$ cat config.mk
export PLATFORM = sky130hd
export DESIGN_NAME = bcd2bin_seq
export DESIGN_NICKNAME = d
export VERILOG_FILES = /design/src/rtl/bcd2bin_seq_pkg.sv /design/src/rtl/bcd2bin_seq_bcd_sub3.sv /design/src/rtl/bcd2bin_seq.sv
export SDC_FILE = /design/constraint.sdc
export NUM_CORES = 1
export LEC_CHECK = 0
export ABC_AREA = 0
export BUFFER_PORTS_ARGS = -buffer_cell sky130_fd_sc_hd__clkbuf_2
export CORE_MARGIN = 2
export CORE_UTILIZATION = 45
export CTS_CLUSTER_SIZE = 14
export DETAILED_ROUTE_END_ITERATION = 7
export MAX_ROUTING_LAYER = met4
export PLACE_DENSITY_LB_ADDON = 0.1
export REMOVE_ABC_BUFFERS = 1
export SLEW_MARGIN = 20
export SYNTH_ARGS = -nofsm -noshare
export SYNTH_HDL_FRONTEND = slang
export SYNTH_HIERARCHICAL = 1
export SYNTH_SLANG_ARGS = --single-unit
$ cat constraint.sdc
create_clock -name clk -period 1.9 [get_ports clk]
set_input_delay 0.285 -clock clk [delete_from_list [all_inputs] [get_ports clk]]
set_output_delay 0.285 -clock clk [all_outputs]
set_load 0.1 [all_outputs]
$ cat src/rtl/bcd2bin_seq_pkg.sv
// Shared definitions for the sequential BCD-to-binary converter: state encoding,
// accumulator sizing and digit limits.
package bcd2bin_seq_pkg;

    localparam int ST_W = 2;

    localparam logic [ST_W-1:0] ST_IDLE = 2'd0;
    localparam logic [ST_W-1:0] ST_CONV = 2'd1;
    localparam logic [ST_W-1:0] ST_DONE = 2'd2;

    localparam logic [3:0] DIGIT_MAX   = 4'd9;
    localparam logic [3:0] CORR_THRESH = 4'd8;
    localparam logic [3:0] CORR_SUB    = 4'd3;

    // Bits needed to hold any N-digit decimal value: ceil(log2(10^n_digits)).
    function automatic int calc_acc_w(input int n_digits);
        longint unsigned limit;
        int              w;
        limit = 1;
        for (int i = 0; i < n_digits; i++) begin
            limit = limit * 10;
        end
        w = 0;
        while ((longint'(1) << w) < limit) begin
            w++;
        end
        return w;
    endfunction

    function automatic logic digit_invalid(input logic [3:0] digit);
        return digit > DIGIT_MAX;
    endfunction

endpackage

$ cat src/rtl/bcd2bin_seq_bcd_sub3.sv
// Reverse double-dabble digit corrector: after a right shift, a BCD nibble
// holding 8 or more gets 3 subtracted (inverse of the add-3 cell).
module bcd_sub3
    import bcd2bin_seq_pkg::*;
(
    input  logic [3:0] nibble,
    output logic [3:0] corrected
);

    assign corrected = (nibble >= CORR_THRESH) ? nibble - CORR_SUB : nibble;

endmodule

$ cat src/rtl/bcd2bin_seq.sv
// Sequential BCD-to-binary converter using reverse double dabble, one
// shift-and-correct step per clock under a start/busy/done handshake.
module bcd2bin_seq
    import bcd2bin_seq_pkg::*;
#(
    parameter int N_DIGITS = 4,
    parameter int BIN_W    = 11,
    parameter int ACC_W    = calc_acc_w(N_DIGITS)
) (
    input  logic                  clk,
    input  logic                  rst_n,
    input  logic                  start,
    input  logic [4*N_DIGITS-1:0] bcd_in,
    output logic                  busy,
    output logic                  done,
    output logic [BIN_W-1:0]      bin_out,
    output logic                  ovf,
    output logic                  err
);

    localparam int BCD_W = 4 * N_DIGITS;
    localparam int SR_W  = BCD_W + ACC_W;
    localparam int CNT_W = $clog2(ACC_W + 1);
    localparam int CMP_W = ((ACC_W > BIN_W) ? ACC_W : BIN_W) + 1;

    localparam logic [CNT_W-1:0] CNT_LAST = CNT_W'(ACC_W - 1);
    localparam logic [CMP_W-1:0] BIN_MAX  = {{(CMP_W - BIN_W){1'b0}}, {BIN_W{1'b1}}};

    logic [ST_W-1:0]  state;
    logic [BCD_W-1:0] bcd_reg;
    logic [ACC_W-1:0] acc;
    logic [CNT_W-1:0] cnt;

    logic             in_invalid;
    logic [SR_W-1:0]  shifted;
    logic [BCD_W-1:0] bcd_next;
    logic [ACC_W-1:0] acc_next;
    logic [CMP_W-1:0] acc_ext;
    logic             res_ovf;
    logic [BIN_W-1:0] res_bin;

    // NOTE: every variable assigned in always_comb gets a default first, so no path can infer a latch.
    always_comb begin
        in_invalid = 1'b0;
        for (int i = 0; i < N_DIGITS; i++) begin
            if (digit_invalid(bcd_in[4*i +: 4])) begin
                in_invalid = 1'b1;
            end
        end
    end

    // The BCD digits and the accumulator shift as one register; bits leave the
    // BCD side LSB-first and collect at the top of the accumulator.
    assign shifted  = {bcd_reg, acc} >> 1;
    assign acc_next = shifted[ACC_W-1:0];

    for (genvar g = 0; g < N_DIGITS; g++) begin : g_digit
        bcd_sub3 u_sub3 (
            .nibble    (shifted[ACC_W + 4*g +: 4]),
            .corrected (bcd_next[4*g +: 4])
        );
    end

    // Result of the final step, saturated to the output width.
    assign acc_ext = CMP_W'(acc_next);
    assign res_ovf = acc_ext > BIN_MAX;
    assign res_bin = res_ovf ? {BIN_W{1'b1}} : acc_ext[BIN_W-1:0];

    assign busy = (state != ST_IDLE);
    assign done = (state == ST_DONE);

    // NOTE: sequential state uses non-blocking assignments so every register samples pre-edge values.
    always_ff @(posedge clk or negedge rst_n) begin
        if (!rst_n) begin
            state   <= ST_IDLE;
            bcd_reg <= '0;
            acc     <= '0;
            cnt     <= '0;
            bin_out <= '0;
            ovf     <= 1'b0;
            err     <= 1'b0;
        end else begin
            case (state)
                ST_IDLE: begin
                    if (start) begin
                        bcd_reg <= bcd_in;
                        acc     <= '0;
                        cnt     <= '0;
                        if (in_invalid) begin
                            state   <= ST_DONE;
                            bin_out <= '0;
                            ovf     <= 1'b0;
                            err     <= 1'b1;
                        end else begin
                            state <= ST_CONV;
                        end
                    end
                end
                ST_CONV: begin
                    bcd_reg <= bcd_next;
                    acc     <= acc_next;
                    cnt     <= cnt + 1'b1;
                    if (cnt == CNT_LAST) begin
                        state   <= ST_DONE;
                        bin_out <= res_bin;
                        ovf     <= res_ovf;
                        err     <= 1'b0;
                    end
                end
                ST_DONE: begin
                    state <= ST_IDLE;
                end
                default: begin
                    state <= ST_IDLE;
                end
            endcase
        end
    end

endmodule

# == Word level (Yosys, flattened, before mapping) ==
# Cells that the tools add are included.
# classes
n_mux,31
reduce_logical,6
addsub,5
eq_ne,6
n_lt_le_gt_ge,9
# ops
op,n
11-bit two-way mux,4
16-bit case mux with 2 select lines,1
14-bit case mux with 2 select lines,1
11-bit case mux with 2 select lines,1
4-bit two-way mux,5
4-bit greater-than comparator (second input constant),4
16-bit two-way mux,1
14-bit by 11-bit greater-than comparator with 1-bit output (second input constant),1
14-bit two-way mux,1
4-bit >= comparator (second input constant),3
4-bit by 2-bit subtractor with 4-bit output (second input constant),3
1-bit two-way mux,10
4-bit case mux with 2 select lines,1
2-bit two-way mux,3
2-bit != test (second input constant),3
4-bit by 1-bit adder with 4-bit output (second input constant),1
4-bit equality test (second input constant),1
3-bit by 4-bit >= comparator with 1-bit output (second input constant),1
1-bit case mux with 2 select lines,2
2-bit case mux with 2 select lines,1
2-bit AND reduction,2
4-bit AND reduction,1
2-bit nonzero test,2
3-bit by 2-bit subtractor with 4-bit output (second input constant),1
other kinds (3),3
# totals
input_bits,19
out_inout_bits,15
ff_bits,49
wordCells,64

# == Longest topological paths before layout ==
# depth
ltp_word,8
ltp_mapped,6
depth_no_buf,6

# == Cells and area by module ==
# Netlist, hierarchy kept.
# modules_own_cells
module,area_each_um2,cells_each,instances
bcd2bin_seq,2080.7,192,1
bcd_sub3,76.3,11,4

# == Worst setup path after synthesis ==
# OpenSTA, ideal clock, no wires.
# synth_path
path_kind,register to output
start,register state[0]
end,output port done
required_ps,1615
path_slack_ps,-139
path_buffers,0
arrival_ps,1754
stages_incl_launch_ff,2
cell_sequence,dfrtp_1 > nor2b_1
# synth_via
elab_chain_cells,1
# synth_rtl
element,line,source
start: declaration,bcd2bin_seq.sv:29,logic [ST_W-1:0] state;
start signal: assignment,bcd2bin_seq.sv:75,state <= ST_IDLE;
start signal: assignment,bcd2bin_seq.sv:90,state <= ST_DONE;
start signal: assignment,bcd2bin_seq.sv:95,state <= ST_CONV;
2-bit equality test,bcd2bin_seq.sv:70,assign done = (state == ST_DONE);
end: declaration,bcd2bin_seq.sv:15,"output logic done,"
# Every way passes these cells.

# == Worst setup path after layout ==
# layout_path
start,register state[0]
end,output port busy
# layout_via
elab_chain_cells,1
# layout_rtl
element,line,source
2-bit nonzero test,bcd2bin_seq.sv:69,assign busy = (state != ST_IDLE);
end: declaration,bcd2bin_seq.sv:14,"output logic busy,"
# Every way passes these cells.

==> out/metrics.cfg <==
[synthesis]
synth.area.top_cells = dfrtp_1 (50%), o21ai_0 (8.0%), mux2i_1 (6.7%), ha_1 (5.2%), a22o_1 (5.1%)
synth_area_sq_um = 2390
synth_fa_ha_area_share_pct = 5.24
synthFlopType = dfrtp_1
avgSynthCellArea_sq_um = 10.1
synth_top_family_by_area = compound AO/OA/AOI/OAI gates
ys_types = 30
yosysMostFrequentCell = dfrtp_1
yosysTopAreaCellShare_pct = 50.3
synth-simple-area-share_pct = 10.6
synth_warnings = 6
synth_cells = 236
synthXorXnorAreaFrac_pct = 3.30
synth_compound_area_share_pct = 18.8
synth-seq-cells = 48
synth_mux_area_share_pct = 7.18
synth_common_cells = dfrtp_1 (48), o21ai_0 (38), nand2_1 (24)
yosysSeqAreaShare_pct = 50.3
synth_edf_count = 0
synthArstFlopShare_pct = 100
yosysTopAreaCell = dfrtp_1

[final_layout]
seq_area_sq_um = 1200
largest_reg_flops = 16
final_cells = 347
final_core_util_pct = 54.6
num_antenna_cells = 0
synthToLayoutAreaGrowth_pct = 16.9
fillCellCount = 507
nets = 305
multiInputGateArea_sq_um = 1100
drive_gt1_share_pct = 19.9

[hold_path]
hp-class = input pin to asynchronous set/reset pin

[cts]
cts_tree = built
clkSinkCount = 48
hold_buffers = 0
clkTransAtPathRegs_ns = 0.09
ctsResizeCount = 0
clk_path_buf_depth = 2
cts_max_level = 2
postCtsSetupBuffers = 0
cts_root_buf = clkbuf_8
cts_buffers = 5
clk_latency_ns = 0.30

[sta]
drv_slew = 0
rsz0062_at_grt = no
fin_skew_ns = 0.00343
max_slew.worst_pin.slew_ns = 0.604
relSlewSlack_pct = 59.7
period_share_pct = 90.9
finalHoldViolations = 0
setup_violations = 0
fmax_mhz = 579
fin_crit_ns = 1.73

[place]
dp_hpwl_microns = 2970
portBuffers = 33
dp_cells = 339
place_congestion = 0.733

[power_and_ir_drop]
peakVddDrop_mv = 0.624
p_leak_nw = 1.33
powerDensity_nw_per_um2 = 1130

[grt]
antenna_found_initial = 0
grt_pass1_vias = 1602
grt_max_degree = 49
grtUsageTotal_pct = 16.8
grt-ovfl-total = 0
grt_pass1_wl_microns = 7750

[die]
die_area_sq_um = 5900
die_y_microns = 76.8
row_count = 26
start_util_pct = 46.7
io_pins = 34
fp.dieW_microns = 76.8
coreArea_sq_um = 5110

[critical_path]
critPathMaxFanout = 7
crit_path_end_kind = primary output
critical-path-max-stage-delay_ns = 0.45
crit_path_top_delay_cell = dfrtp_1
worstSetupStartpointType = register
worst-setup-path-type = register to primary output
crit_chain = or2_2 -> clkbuf_2
required_ns = 1.62
crit_arrival_ns = 1.44

[route]
vias = 1755
routedWlPerCell_microns = 13.0
drt-vias-per-instance = 5.06
drc_errors = 0
routed_wl_microns = 4490
antenna_left = 0
first_pass_iters = 4
drtIter0Drc = 66

[outcome]
status = finished, final reports clean

[job]
cap_violations = 0

path summary, 6_finish.rpt:
path | cells past startpoint | slack, ns | endpoint | start
min in group clk | 3 | 0.26 | bcd_reg[4] | bcd_in[4]
hold reg to reg | 1 | 0.48 | err | err
hold / removal | 2 | 0.07 | cnt[1] | rst_n
max in group asynchronous | 2 | 1.42 | bcd_reg[10] | rst_n
setup / recovery | 2 | 0.17 | busy | state[0]
setup reg to reg | 4 | 0.39 | bin_out[1] | state[0]
kinds of logic (layout without fill, tap and decap cells):
logic type	Yosys count	after routing
muxes	17	17
adders and majority gates	10	10
AOI/OAI and AO/OA	73	73
and+or+nand+nor	55	55
DFF	48	48
buffers and inverters	23	60
other	1	5
xor gates and xnor gates	9	9
layout by cell type, fill, tap and decap left out, drive strengths merged, types with 2 or more instances in the layout:
master,instances
a21oi,4
a22o,14
buf,9
clkbuf,38
conb,5
dfrtp,48
ha,10
inv,11
mux2i,16
nand2,24
nand2b,6
nand3,2
nor2,12
nor2b,6
o21ai,40
o22ai,12
or2,2
xnor2,4
xor2,5
layer usage:
| layer | routed length, microns | track usage (%) |
|---|---|---|
| met1 | 2280 | 22.6 |
| met2 | 1980 | 25.4 |
| met3 | 163 | 4.00 |
| met4 | 63 | 5.45 |
| met5 | 0 | - |
layout make-up:
cell class | instances | area share (%)
sequential | 48 | 43.0
multi-input combinational | 169 | 39.6
timing repair buffer | 42 | 8.79
tap | 70 | 3.14
clock buffer | 5 | 2.47
clock inverter | 3 | 1.66
inverter | 10 | 1.35
stage by stage:
stage	cell area (sq um)	setup slack (ns)	hold slack, ns	setup TNS, ns	total power, W
final	2790	0.173	0.0664	0	0.00316
after global routing	2790	0.126	0.127	0	0.00341
after CTS	2790	0.160	0.0939	0	0.00319
after detailed placement	2680	0.429	0.422	0	0.00244
after global placement	2680	0.442	0.426	0	0.00242
after floorplan	2340	-0.597	-0.0106	-17.98	0.00215
power by group:
group | switching, W | leakage (nW) | internal [W] | total, W
Sequential | 0.000214 | 0.635 | 0.00119 | 0.00141
Clock | 0.000354 | 0.0548 | 0.000397 | 0.000750
Combinational | 0.000585 | 0.637 | 0.000415 | 0.00100
worst max-delay path: cells and delay by family (launching register included):
kind / cells / cell delay [ns]
simple gates: 1 / 0.32
flops: 1 / 0.45
buf+inv: 1 / 0.37
No activity file was read; power rests on OpenSTA's default activity.
